==> src/rtl/mux41_rr_arbiter.sv <==
// Round-robin arbiter sharing one registered 4:1 mux among four requesters.
// Define MUX41_ARB_FIXED_PRI_EN for fixed priority i0 > i1 > i2 > i3 with holder exclusion on hold expiry.
module mux41_rr_arbiter #(
  parameter int unsigned DATA_W   = 1,
  parameter int unsigned MAX_HOLD = 8
) (
  input  logic              clk,
  input  logic              rst_n,
  input  logic [3:0]        req,
  input  logic [DATA_W-1:0] i0,
  input  logic [DATA_W-1:0] i1,
  input  logic [DATA_W-1:0] i2,
  input  logic [DATA_W-1:0] i3,
  output logic [3:0]        gnt,
  output logic              s1,
  output logic              s0,
  output logic [DATA_W-1:0] out,
  output logic              valid,
  output logic              busy
);

  localparam int unsigned HOLD_W = $clog2(MAX_HOLD + 1);

  typedef enum logic {IDLE = 1'b0, GRANT = 1'b1} state_t;

  state_t            state;
  logic [1:0]        ptr;
  logic [HOLD_W-1:0] hold_cnt;

  logic [1:0]        cur;
  logic [3:0]        cur_oh;
  logic              held_max;
  logic              release_c;
  logic [1:0]        arb_ptr;
  logic [3:0]        arb_req;
  logic              win_found;
  logic [1:0]        win_idx;
  logic [DATA_W-1:0] sel_data;

  assign cur       = {s1, s0};
  assign cur_oh    = 4'b0001 << cur;
  assign held_max  = (hold_cnt == HOLD_W'(MAX_HOLD));
  assign release_c = !req[cur] || (held_max && (|(req & ~cur_oh)));

  // Arbitration inputs: idle uses the stored pointer, a release rotates past the holder.
  always_comb begin
    arb_ptr = ptr;
    arb_req = req;
    if (state == GRANT) begin
`ifdef MUX41_ARB_FIXED_PRI_EN
      arb_ptr = 2'd0;
      if (req[cur]) arb_req = req & ~cur_oh;
`else
      arb_ptr = cur + 2'd1;
`endif
    end
  end

  // First asserted request searching from arb_ptr upward, mod 4.
  always_comb begin
    logic [1:0] idx;
    win_found = 1'b0;
    win_idx   = 2'd0;
    idx       = 2'd0;
    for (int k = 3; k >= 0; k--) begin
      idx = arb_ptr + 2'(k);
      if (arb_req[idx]) begin
        win_found = 1'b1;
        win_idx   = idx;
      end
    end
  end

  always_comb begin
    sel_data = i0;
    case (cur)
      2'd0: sel_data = i0;
      2'd1: sel_data = i1;
      2'd2: sel_data = i2;
      2'd3: sel_data = i3;
      default: sel_data = i0;
    endcase
  end

  always_ff @(posedge clk or negedge rst_n) begin
    if (!rst_n) begin
      state    <= IDLE;
      ptr      <= 2'd0;
      hold_cnt <= '0;
      gnt      <= 4'b0000;
      s1       <= 1'b0;
      s0       <= 1'b0;
      out      <= '0;
      valid    <= 1'b0;
      busy     <= 1'b0;
    end else begin
      // Datapath lags the grant by one cycle; out holds once the grant ends.
      if (state == GRANT) begin
        out   <= sel_data;
        valid <= 1'b1;
      end else begin
        valid <= 1'b0;
      end

      case (state)
        IDLE: begin
          if (win_found) begin
            state    <= GRANT;
            busy     <= 1'b1;
            gnt      <= 4'b0001 << win_idx;
            {s1, s0} <= win_idx;
            hold_cnt <= HOLD_W'(1);
          end
        end
        GRANT: begin
          if (release_c) begin
`ifndef MUX41_ARB_FIXED_PRI_EN
            ptr <= cur + 2'd1;
`endif
            if (win_found) begin
              gnt      <= 4'b0001 << win_idx;
              {s1, s0} <= win_idx;
              hold_cnt <= HOLD_W'(1);
            end else begin
              state    <= IDLE;
              busy     <= 1'b0;
              gnt      <= 4'b0000;
              hold_cnt <= '0;
            end
          end else if (!held_max) begin
            hold_cnt <= hold_cnt + HOLD_W'(1);
          end
        end
        default: begin
          state <= IDLE;
          busy  <= 1'b0;
          gnt   <= 4'b0000;
        end
      endcase
    end
  end

endmodule

==> config.mk <==
export PLATFORM = sky130hd
export DESIGN_NAME = mux41_rr_arbiter
export DESIGN_NICKNAME = d
export VERILOG_FILES = /design/src/rtl/mux41_rr_arbiter.sv
export SDC_FILE = /design/constraint.sdc
export NUM_CORES = 1
export LEC_CHECK = 0
export BUFFER_PORTS_ARGS = -buffer_cell sky130_fd_sc_hd__buf_2
export CAP_MARGIN = 40
export CORE_MARGIN = 2
export CORE_UTILIZATION = 54
export DETAILED_ROUTE_END_ITERATION = 6
export HOLD_SLACK_MARGIN = 0.15
export PLACE_DENSITY = 0.78
export SLEW_MARGIN = 20
export SYNTH_ARGS = -nofsm -noshare
export SYNTH_HDL_FRONTEND = slang
export SYNTH_SLANG_ARGS = --single-unit
export TNS_END_PERCENT = 50
==> constraint.sdc <==
create_clock -name clk -period 2.1 [get_ports clk]
set_input_delay 0.42 -clock clk [delete_from_list [all_inputs] [get_ports clk]]
set_output_delay 0.42 -clock clk [all_outputs]
set_load 0.005 [all_outputs]
==> results of run 1 <==
[worst paths after layout]
kind,from,cells past startpoint,endpoint
max in group asynchronous,rst_n,2,hold_cnt[1]$_DFFE_PN0P_
worst min register to register,gnt[1]$_DFFE_PN0P_,1,gnt[1]$_DFFE_PN0P_
worst min-delay path,req[1],2,state$_DFF_PN0_
worst max-delay path,s0$_DFFE_PN0P_,7,ptr[1]$_DFFE_PN0P_
worst max register to register,s0$_DFFE_PN0P_,7,ptr[1]$_DFFE_PN0P_
min in group asynchronous,rst_n,2,out$_DFFE_PN0P_
[report_power, final]
group / internal (mW) / switching [mW] / total, mW / leakage (nW)
Combinational: 0.452 / 0.452 / 0.903 / 0.392
Clock: 0.106 / 0.0980 / 0.204 / 0.0210
Sequential: 0.422 / 0.0813 / 0.503 / 0.195
Total: 0.979 / 0.631 / 1.61 / 0.608
[routing by layer]
layer / wire [microns] / vias to the layer above / global-route usage, %
met5: 0 / - / 0
met4: 23 / 0 / 9.73
met3: 102 / 2 / 5.28
met2: 1010 / 22 / 37.6
met1: 1000 / 388 / 26.6
li1: - / 411 / -
[cells in the mapped netlist (all sizes together) (3+ instances only)]
cell / number / area share [%]
inv: 7 / 2.5
ha: 7 / 8.5
nor2: 3 / 1.1
mux2i: 3 / 2.9
a21oi: 4 / 1.9
nand2: 10 / 4.1
a32o: 4 / 4.1
o21ai: 8 / 4.2
dfrtp: 16 / 39
nand3: 3 / 1.9
mux2: 3 / 4.0
nor2b: 4 / 2.7
[state kept, by name (all words and copies together), names as in the netlist]
register,count
s0,1
gnt,4
ptr,2
hold_cnt,4
state,1
valid,1
s1,1
busy,1
out,1
[logic make-up (layout without fill, tap and decap cells)]
| logic type | Yosys count | after routing |
|---|---|---|
| simple gates | 29 | 29 |
| compound gates | 28 | 28 |
| flops | 16 | 16 |
| buf+inv | 10 | 35 |
| fa+ha+maj | 7 | 7 |
| mux | 7 | 7 |
[cell type report]
class,instances,area [sq um]
sequential,16,400
clock buffer,4,36.3
inverter,7,26.3
fill,146,543
tap,25,31.3
timing repair buffer,24,138
multi-input combinational,71,589
[repair_timing]
action                     4_1_cts  5_1_grt
hold endpoints to repair        16        0
resized for setup                0        1
setup endpoints to repair        0        2
hold buffers                     1        0
[stage by stage]
| step | std cells | power [mW] |
|---|---|---|
| after floorplan | 97 | 1.13 |
| after global placement | 142 | 1.37 |
| after detailed placement | 142 | 1.40 |
| after CTS | 147 | 1.61 |
| after global routing | 147 | 1.75 |
| final | 147 | 1.61 |
==> PnR_summary.wiki, run 1 <==
{| class="wikitable"
! Metric !! Value
|-
| DRC || 0
|-
| Setup Skew || 1.83 ps
|-
| Highest-count cells in the layout ignoring fill and taps || sky130_fd_sc_hd__buf_2, sky130_fd_sc_hd__dfrtp_1, sky130_fd_sc_hd__nand2_1, sky130_fd_sc_hd__inv_1, sky130_fd_sc_hd__ha_1
|-
| HPWL after detailed placement || 1690 microns
|-
| Global-route wire length before repair || 3450 microns
|-
| Die Y-Extent || 47.8 microns
|-
| Post-synthesis compound-gate area fraction || 23.1%
|-
| PnR worst setup slack || 178 ps
|-
| Hold WS || 431 ps
|-
| Vias in the first global route || 812
|-
| Yosys warnings || 0
|-
| Die Span X || 47.8 microns
|-
| Clock-pin slew on the worst setup and hold paths || 90 ps
|-
| Number of standard cells after synthesis || 97
|-
| Residual antenna-violating net count after detailed routing || 0
|-
| Area delta synth->final || 18.0%
|-
| Final Hold Fails || 0
|-
| Router iterations before antenna repair || 4
|-
| Portion of netlist area occupied by mux cells || 9.07%
|-
| Total Routing Usage GR || 22.2%
|-
| MaxCap Viol Count || 0
|-
| Data required time of the critical path || 2280 ps
|-
| Class of the worst hold path || in2reg
|-
| Delay of the slowest cell on the worst path || 480 ps
|-
| Leakage dissipation || 0.608 nW
|-
| Worst-Skew Late Latency || 290 ps
|-
| Crit share post-route || 91.5%
|-
| Gp weighted congestion || 0.837
|-
| Primary flip-flop cell chosen by synthesis mapping || sky130_fd_sc_hd__dfrtp_1
|-
| IR drop worst, VDD || 0.782 mV
|-
| Count of state elements after synthesis || 16
|-
| Post-layout util || 69.2%
|-
| Vias || 823
|-
| Total gr overflow || 0
|-
| Fraction of the yosys area taken by sequential cells || 38.7%
|-
| FP Rows || 15
|-
| DR iter-0 viols || 12
|-
| Highest Clock Rate || 0.520 GHz
|-
| Largest family of logic cells by synthesized area || compound AO/OA/AOI/OAI gates
|-
| Register-to-register path setup slack || 180 ps
|-
| Number of buffers added for setup after CTS || 0
|-
| Core Box Area || 0.00176 sq mm
|-
| H-tree levels || 1
|-
| TritonCTS Buffers || 3
|-
| Maximum net fanout on the critical path || 4
|-
| Synth Cell Area || 0.00103 sq mm
|-
| Aggregate negative setup slack || 0 ps
|-
| Total wire length || 2140 microns
|-
| Number of setup violations in the final report || 0
|-
| Distinct cell type count after synthesis || 43
|-
| Area after detailed placement || 0.00117 sq mm
|-
| Adder-cell area share of the yosys netlist || 8.46%
|-
| Mean Syn Cell Area || 10.7 sq um
|-
| Final critical path time including I/O delays and setup || 1920 ps
|-
| Antenna Diode Count || 0
|-
| Die area || 0.00228 sq mm
|-
| Post-synth EDFFs || 0
|-
| Slew @ Worst Pin || 409 ps
|-
| Post-layout net count || 140
|-
| Net count after synthesis || 114
|-
| Via/cell ratio || 5.60
|-
| CTS max path bufs || 2
|-
| Wire per inst || 14.6 microns
|-
| Cells traversed along the worst timing path || inv_1 -> ha_1 -> nor2b_1 -> o41ai_4 -> nand2_2 -> nand2_2 -> mux2_4
|-
| CTS sink count || 16
|-
| Count of buffering cells on the critical path with inverters included || 1
|-
| Status || finished clean
|-
| Ratio of cells with drive above 1 in the final layout || 35.2%
|-
| Startpoint Class || flop
|-
| Top Ports || 19
|-
| Max_slew headroom || 72.6%
|-
| Commonest non-fill, non-tap cell in the layout || sky130_fd_sc_hd__buf_2
|-
| CTS tree || built
|-
| Fraction of registers with async set or reset after synthesis || 100%
|-
| Crit path kind || reg2reg
|-
| Slowest-stage cell, CP || sky130_fd_sc_hd__o41ai_4
|-
| Xor and xnor area share after synthesis || 0%
|-
| Post-synthesis simple-gate area fraction || 16.0%
|-
| Initial standard-cell utilization of the core || 58.7%
|-
| Nature of the critical path endpoint || flop
|-
| Data arrival time at the worst-slack endpoint || 2100 ps
|-
| RSZ-0062 raised after global routing || no
|-
| Power density relative to cell area || 1320 mW/mm^2
|-
| Family with the most delay on the worst path || compound AO/OA/AOI/OAI gates
|-
| Number of buffer cells added on primary ports || 18
|-
| Most Frequent Cell on Critical Path || sky130_fd_sc_hd__nand2_2
|-
| Maximum number of pins on one net before global-route repair || 17
|-
| Number of pins with negative max-slew slack in the final report || 0
|-
| Antenna violations before repair || 0
|-
| Design area || 0.00122 sq mm
|-
| Placement Setup Slack || 151 ps
|-
| Root Buffer || sky130_fd_sc_hd__clkbuf_4
|}
Power figures use the tool's default switching activity.
==> inputs of run 2 (changes only) <==
- PLACE_DENSITY: 0.78 -> 0.88
==> run 2 against run 1 <==
Effect of this change:
- global-route usage up 2.9 points
- setup slack worse by 11 ps
- flip-flop and latch count unchanged
- design area down 0.92%
- largest power group unchanged
- utilization down 0.64 points
- critical endpoint is now gnt[3]$_DFFE_PN0P_
- sequential share of layout area up 0.31 points
- cell count down 0.68%
- die area unchanged
- count of clock-buffer cells in the layout unchanged
- critical path type unchanged
- total power up 2.3%
==> PnR_summary.wiki, run 2 (synthesized netlist as in run 1, its figures left out) <==
{| class="wikitable"
! Metric !! Value
|-
| Reg power frac || 31.1% (-0.2 points)
|-
| Data arrival time at the worst-slack endpoint || 2140 ps (+40 ps)
|-
| RSZ-0062 raised after global routing || no
|-
| Via/cell ratio || 5.93 (+5.9%)
|-
| Class of the worst hold path || in2reg
|-
| Commonest non-fill, non-tap cell in the layout || sky130_fd_sc_hd__buf_2
|-
| Gp weighted congestion || 0.832 (-0.68%)
|-
| TritonCTS Buffers || 3 (unchanged)
|-
| Ratio of cells with drive above 1 in the final layout || 35.5% (+0.29 points)
|-
| Die Y-Extent || 47.8 microns (unchanged)
|-
| Post-layout net count || 139 (-0.71%)
|-
| Placement Setup Slack || 88.4 ps (-62.7 ps)
|-
| Highest-count cells in the layout ignoring fill and taps || sky130_fd_sc_hd__buf_2, sky130_fd_sc_hd__dfrtp_1, sky130_fd_sc_hd__nand2_1, sky130_fd_sc_hd__ha_1
|-
| Vias in the first global route || 847 (+4.3%)
|-
| Final Hold Fails || 0 (unchanged)
|-
| Die area || 0.00228 sq mm (unchanged)
|-
| CTS sink count || 16 (unchanged)
|-
| Post-route total power || 1.65 mW (+2.3%)
|-
| Switching Fraction || 40.8% (+1.7 points)
|-
| Residual antenna-violating net count after detailed routing || 0 (unchanged)
|-
| Comb power frac || 55.7% (-0.4 points)
|-
| Total Routing Usage GR || 25.1% (+2.9 points)
|-
| Highest Clock Rate || 0.517 GHz (-0.58%)
|-
| Switch Pwr || 0.673 mW (+6.7%)
|-
| Power density relative to cell area || 1360 mW/mm^2 (+3.3%)
|-
| Final critical path time including I/O delays and setup || 1930 ps (+11.2 ps)
|-
| CTS tree || built
|-
| PnR worst setup slack || 167 ps (-11.2 ps)
|-
| DRC || 0 (unchanged)
|-
| Clock network fraction of total power || 13.2% (+0.6 points)
|-
| IR drop worst, VDD || 0.845 mV (+8.1%)
|-
| Total gr overflow || 0 (unchanged)
|-
| Area delta synth->final || 16.9%
|-
| Leakage dissipation || 0.600 nW (-1.3%)
|-
| Data required time of the critical path || 2300 ps (+20 ps)
|-
| Antenna violations before repair || 0 (unchanged)
|-
| Global-route wire length before repair || 3890 microns (+13%)
|-
| Router iterations before antenna repair || 4 (unchanged)
|-
| Number of buffers added for setup after CTS || 0 (unchanged)
|-
| Top Ports || 19 (unchanged)
|-
| HPWL after detailed placement || 1760 microns (+3.8%)
|-
| Nature of the critical path endpoint || flop
|-
| MaxCap Viol Count || 0 (unchanged)
|-
| Hold WS || 401 ps (-29.9 ps)
|-
| DR iter-0 viols || 44 (+32)
|-
| Worst-Skew Late Latency || 300 ps (about the same)
|-
| Antenna Diode Count || 0 (unchanged)
|-
| Aggregate negative setup slack || 0 ps (unchanged)
|-
| Die Span X || 47.8 microns (unchanged)
|-
| Cell-internal power || 0.975 mW (-0.47%)
|-
| H-tree levels || 1 (unchanged)
|-
| Wire per inst || 15.8 microns (+8.5%)
|-
| Largest registers || gnt x4, hold_cnt x4, ptr x2
|-
| Clock-pin slew on the worst setup and hold paths || 100 ps (about the same)
|-
| Max_slew headroom || 72.4% (-0.20 points)
|-
| CTS max path bufs || 2 (unchanged)
|-
| Startpoint Class || flop
|-
| Status || finished clean
|-
| Crit share post-route || 92.0% (+0.53 points)
|-
| Vias || 866 (+5.2%)
|-
| Number of buffer cells added on primary ports || 18 (unchanged)
|-
| Number of pins with negative max-slew slack in the final report || 0 (unchanged)
|-
| Root Buffer || sky130_fd_sc_hd__clkbuf_4
|-
| Slew @ Worst Pin || 413 ps (+3.03 ps)
|-
| Setup Skew || 2.55 ps (+0.728 ps)
|-
| Maximum number of pins on one net before global-route repair || 17 (unchanged)
|-
| FP Rows || 15 (unchanged)
|-
| Crit path kind || reg2reg
|-
| Total wire length || 2310 microns (+7.7%)
|-
| Number of setup violations in the final report || 0 (unchanged)
|-
| Core Box Area || 0.00176 sq mm (unchanged)
|-
| Maximum net fanout on the critical path || 6 (+2)
|-
| Initial standard-cell utilization of the core || 58.7% (unchanged)
|}
run 2: cell count changes in the layout (fill, tap and decap cells not counted), sizes merged:
cell	delta
buf	-1
run 2: path summary, 6_finish.rpt:
kind	start	endpoint	slack (ps)	depth (start not counted)
setup / recovery	s1$_DFFE_PN0P_	gnt[3]$_DFFE_PN0P_	170	8
hold / removal	req[1]	state$_DFF_PN0_	400	2
setup reg to reg	s1$_DFFE_PN0P_	gnt[3]$_DFFE_PN0P_	170	8
hold reg to reg	gnt[1]$_DFFE_PN0P_	gnt[1]$_DFFE_PN0P_	510	1
max in group asynchronous	rst_n	s0$_DFFE_PN0P_	1290	2
min in group asynchronous	rst_n	ptr[0]$_DFFE_PN0P_	550	2
run 2: stage by stage:
| step | utilization [%] | area [sq um] | cells |
|---|---|---|---|
| finish | 68.6 | 1210 | 146 |
| detailed placement | 66.0 | 1160 | 141 |
| global placement | 66.0 | 1160 | 141 |
| floorplan | - | 1030 | 97 |
| CTS | 68.6 | 1210 | 146 |
| global route | 68.6 | 1210 | 146 |
run 2: per-layer routing:
layer | part of all wire, % | global-route usage, % | vias up
li1 | - | - | 407
met1 | 39 | 30.7 | 404
met2 | 51 | 43.5 | 50
met3 | 8.2 | 4.91 | 5
met4 | 1.7 | 9.19 | 0
met5 | 0 | 0 | -
run 2: timing repair:
item	CTS	global route
hold endpoints to repair	16	0
gates resized for setup	0	2
endpoints found under the setup margin	0	5
hold buffers	1	0
run 2: layout make-up:
type | count | area, sq um
fillers | 151 | 554
repair buffers | 23 | 130
multi-input cells | 71 | 586
clock buffers | 4 | 36.3
flip-flops and latches | 16 | 400
inverters | 7 | 26.3
well taps | 25 | 31.3
run 2: critical path: stages, from the launching register on:
cell and delay (ps):
sky130_fd_sc_hd__dfrtp_1 380, sky130_fd_sc_hd__inv_2 60, sky130_fd_sc_hd__ha_1 290, sky130_fd_sc_hd__mux2i_1 70, sky130_fd_sc_hd__buf_4 160, sky130_fd_sc_hd__a2111oi_1 280, sky130_fd_sc_hd__o21ai_1 170, sky130_fd_sc_hd__o211a_1 150
sky130_fd_sc_hd__a32o_2 260
run 2: power groups by stage:
| stage | sequential (mW) | combinational [mW] | clock [mW] |
|---|---|---|---|
| after floorplan | 0.518 | 0.609 | 0 |
| after global placement | 0.503 | 0.864 | 0 |
| after detailed placement | 0.510 | 0.902 | 0 |
| after CTS | 0.508 | 0.914 | 0.219 |
| after global routing | 0.524 | 1.02 | 0.230 |
| final | 0.512 | 0.918 | 0.217 |
==> inputs of run 3 (changes only) <==
- CORE_ASPECT_RATIO: default -> 0.75
==> run 3 against run 2 <==
Effect of this change:
- setup slack got worse by 6.9 ps
- largest cell class unchanged
- critical endpoint is now ptr[0]$_DFFE_PN0P_
- non-clock buffer count did not move
- critical path type unchanged
- global-route usage fell by 1.7 points
- via count fell by 1.8%
==> PnR_summary.wiki, run 3 (synthesized netlist as in run 1, its figures left out) <==
{| class="wikitable"
! Metric !! Value
|-
| Status || finished clean
|-
| DR iter-0 viols || 20 (-55%)
|-
| Maximum net fanout on the critical path || 3 (-3)
|-
| Antenna Diode Count || 0 (unchanged)
|-
| CTS sink count || 16 (unchanged)
|-
| Router iterations before antenna repair || 4 (unchanged)
|-
| Most Frequent Cell on Critical Path || sky130_fd_sc_hd__nand2_2
|-
| Global-route wire length before repair || 3770 microns (-3.2%)
|-
| Crit path kind || reg2reg
|-
| Highest Clock Rate || 0.516 GHz (-0.36%)
|-
| Cells traversed along the worst timing path || inv_1 -> ha_1 -> nor2b_1 -> o41ai_4 -> nand2_2 -> nand2_2 -> mux2_4
|-
| Vias || 850 (-1.8%)
|-
| PnR worst setup slack || 160 ps (-6.93 ps)
|-
| Core Box Area || 0.00177 sq mm (+0.50%)
|-
| Met3 wirelength from detailed routing || 149 microns (-22%)
|-
| FP Rows || 13 (-2)
|-
| Post-route total power || 1.65 mW (about the same)
|-
| Vias in the first global route || 810 (-4.4%)
|-
| H-tree levels || 1 (unchanged)
|-
| Aggregate negative setup slack || 0 ps (unchanged)
|-
| Startpoint Class || flop
|-
| Placement Setup Slack || 37.9 ps (-50.6 ps)
|-
| Delay of the slowest cell on the worst path || 480 ps (+100 ps)
|-
| DRC || 0 (unchanged)
|-
| Gp weighted congestion || 0.919 (+10%)
|-
| TritonCTS Buffers || 3 (unchanged)
|-
| CTS max path bufs || 2 (unchanged)
|-
| Maximum number of pins on one net before global-route repair || 17 (unchanged)
|-
| RSZ-0062 raised after global routing || no
|-
| HPWL after detailed placement || 1720 microns (-2.1%)
|-
| Highest-count cells in the layout ignoring fill and taps || sky130_fd_sc_hd__buf_2, sky130_fd_sc_hd__dfrtp_1, sky130_fd_sc_hd__nand2_1, sky130_fd_sc_hd__ha_1, sky130_fd_sc_hd__inv_1
|-
| Total wire length || 2180 microns (-5.5%)
|-
| Largest registers || gnt x4, hold_cnt x4, ptr x2
|-
| Residual antenna-violating net count after detailed routing || 0 (unchanged)
|-
| Met2 layer wire length in the routed design || 1020 microns (-13%)
|-
| Crit share post-route || 92.4% (+0.33 points)
|-
| Data required time of the critical path || 2290 ps (about the same)
|-
| Antenna violations before repair || 0 (unchanged)
|-
| Max_slew headroom || 72.7% (+0.30 points)
|-
| Class of the worst hold path || in2reg
|-
| Top Ports || 19 (unchanged)
|-
| Final Hold Fails || 0 (unchanged)
|-
| Initial standard-cell utilization of the core || 58.4% (-0.29 points)
|-
| Ratio of cells with drive above 1 in the final layout || 36.4% (+0.83 points)
|-
| Nature of the critical path endpoint || flop
|-
| Total gr overflow || 0 (unchanged)
|-
| Die area || 0.00229 sq mm (+0.15%)
|-
| Root Buffer || sky130_fd_sc_hd__clkbuf_4
|-
| Area delta synth->final || 17.4%
|-
| Number of buffer cells added on primary ports || 18 (unchanged)
|-
| Clock-pin slew on the worst setup and hold paths || 90 ps (about the same)
|-
| Via/cell ratio || 5.94 (+0.21%)
|-
| Power density relative to cell area || 1360 mW/mm^2 (-0.46%)
|-
| Die Y-Extent || 41.9 microns (-12%)
|-
| Slew @ Worst Pin || 408 ps (-4.48 ps)
|-
| Number of setup violations in the final report || 0 (unchanged)
|-
| Post-layout net count || 139 (unchanged)
|-
| MaxCap Viol Count || 0 (unchanged)
|-
| Wl on met1 || 977 microns (+7.8%)
|-
| Wire per inst || 15.3 microns (-3.6%)
|-
| Worst-Skew Late Latency || 300 ps (about the same)
|-
| IR drop worst, VDD || 0.869 mV (+2.8%)
|-
| Slowest-stage cell, CP || sky130_fd_sc_hd__o41ai_4
|-
| Highest metal layer with signal wires || met4
|-
| Number of pins with negative max-slew slack in the final report || 0 (unchanged)
|-
| CTS tree || built
|-
| Die Span X || 54.5 microns (+14%)
|-
| Total Routing Usage GR || 23.4% (-1.7 points)
|-
| Setup Skew || 8.62 ps (+6.07 ps)
|-
| Commonest non-fill, non-tap cell in the layout || sky130_fd_sc_hd__buf_2
|-
| Final critical path time including I/O delays and setup || 1940 ps (+6.93 ps)
|-
| Data arrival time at the worst-slack endpoint || 2130 ps (about the same)
|-
| Leakage dissipation || 0.602 nW (+0.35%)
|}
-- run 3: cell counts in the layout (fill, tap and decap cells not counted) --
No cell type changed its count.
-- run 3: timing repair --
action                                  4_1_cts  5_1_grt
endpoints found under the setup margin        0        4
resized for setup                             0        3
hold buffers                                  1        0
hold endpoints to repair                     16        0
buffers inserted                              0        0
-- run 3: worst paths after layout --
kind	startpoint	endpoint	slack, ps	cells after the start
worst max-delay path	s1$_DFFE_PN0P_	ptr[0]$_DFFE_PN0P_	160	7
worst min-delay path	req[0]	state$_DFF_PN0_	410	2
worst max register to register	s1$_DFFE_PN0P_	ptr[0]$_DFFE_PN0P_	160	7
worst min register to register	gnt[1]$_DFFE_PN0P_	gnt[1]$_DFFE_PN0P_	500	1
max in group asynchronous	rst_n	s0$_DFFE_PN0P_	1300	2
min in group asynchronous	rst_n	ptr[1]$_DFFE_PN0P_	540	2
-- run 3: layer usage --
metal  track usage (%)  vias up
met3              6.47        6
met4              9.00        0
met2              36.6       33
li1                  -      413
met5                 0        -
met1              30.0      398
-- run 3: power breakdown --
part           switching (mW)  internal (mW)  total [mW]
sequential             0.0829          0.422       0.505
clock                  0.0997          0.106       0.206
combinational           0.479          0.457       0.936
-- run 3: area by class of cell --
type | count | area [sq um]
fill | 145 | 558
clock buffer | 4 | 36.3
tap | 22 | 27.5
sequential | 16 | 400
inverter | 7 | 26.3
timing repair buffer | 23 | 130
multi-input combinational | 71 | 594
-- run 3: through the flow --
step | hold WS (ps) | cell area, sq um | utilization, % | std cells
after floorplan | 124 | 1030 | - | 97
after global placement | 344 | 1160 | 65.4 | 138
after detailed placement | 350 | 1160 | 65.4 | 138
after CTS | 397 | 1210 | 68.0 | 143
after global routing | 416 | 1210 | 68.5 | 143
final | 410 | 1210 | 68.5 | 143
-- run 3: critical path: cells and delay by family (launching register included) --
kind / cells / cell delay (ps)
buffers and inverters: 1 / 140
and+or+nand+nor: 3 / 320
AOI/OAI and AO/OA: 1 / 480
adders and majority gates: 1 / 220
DFF: 1 / 380
muxes: 1 / 300
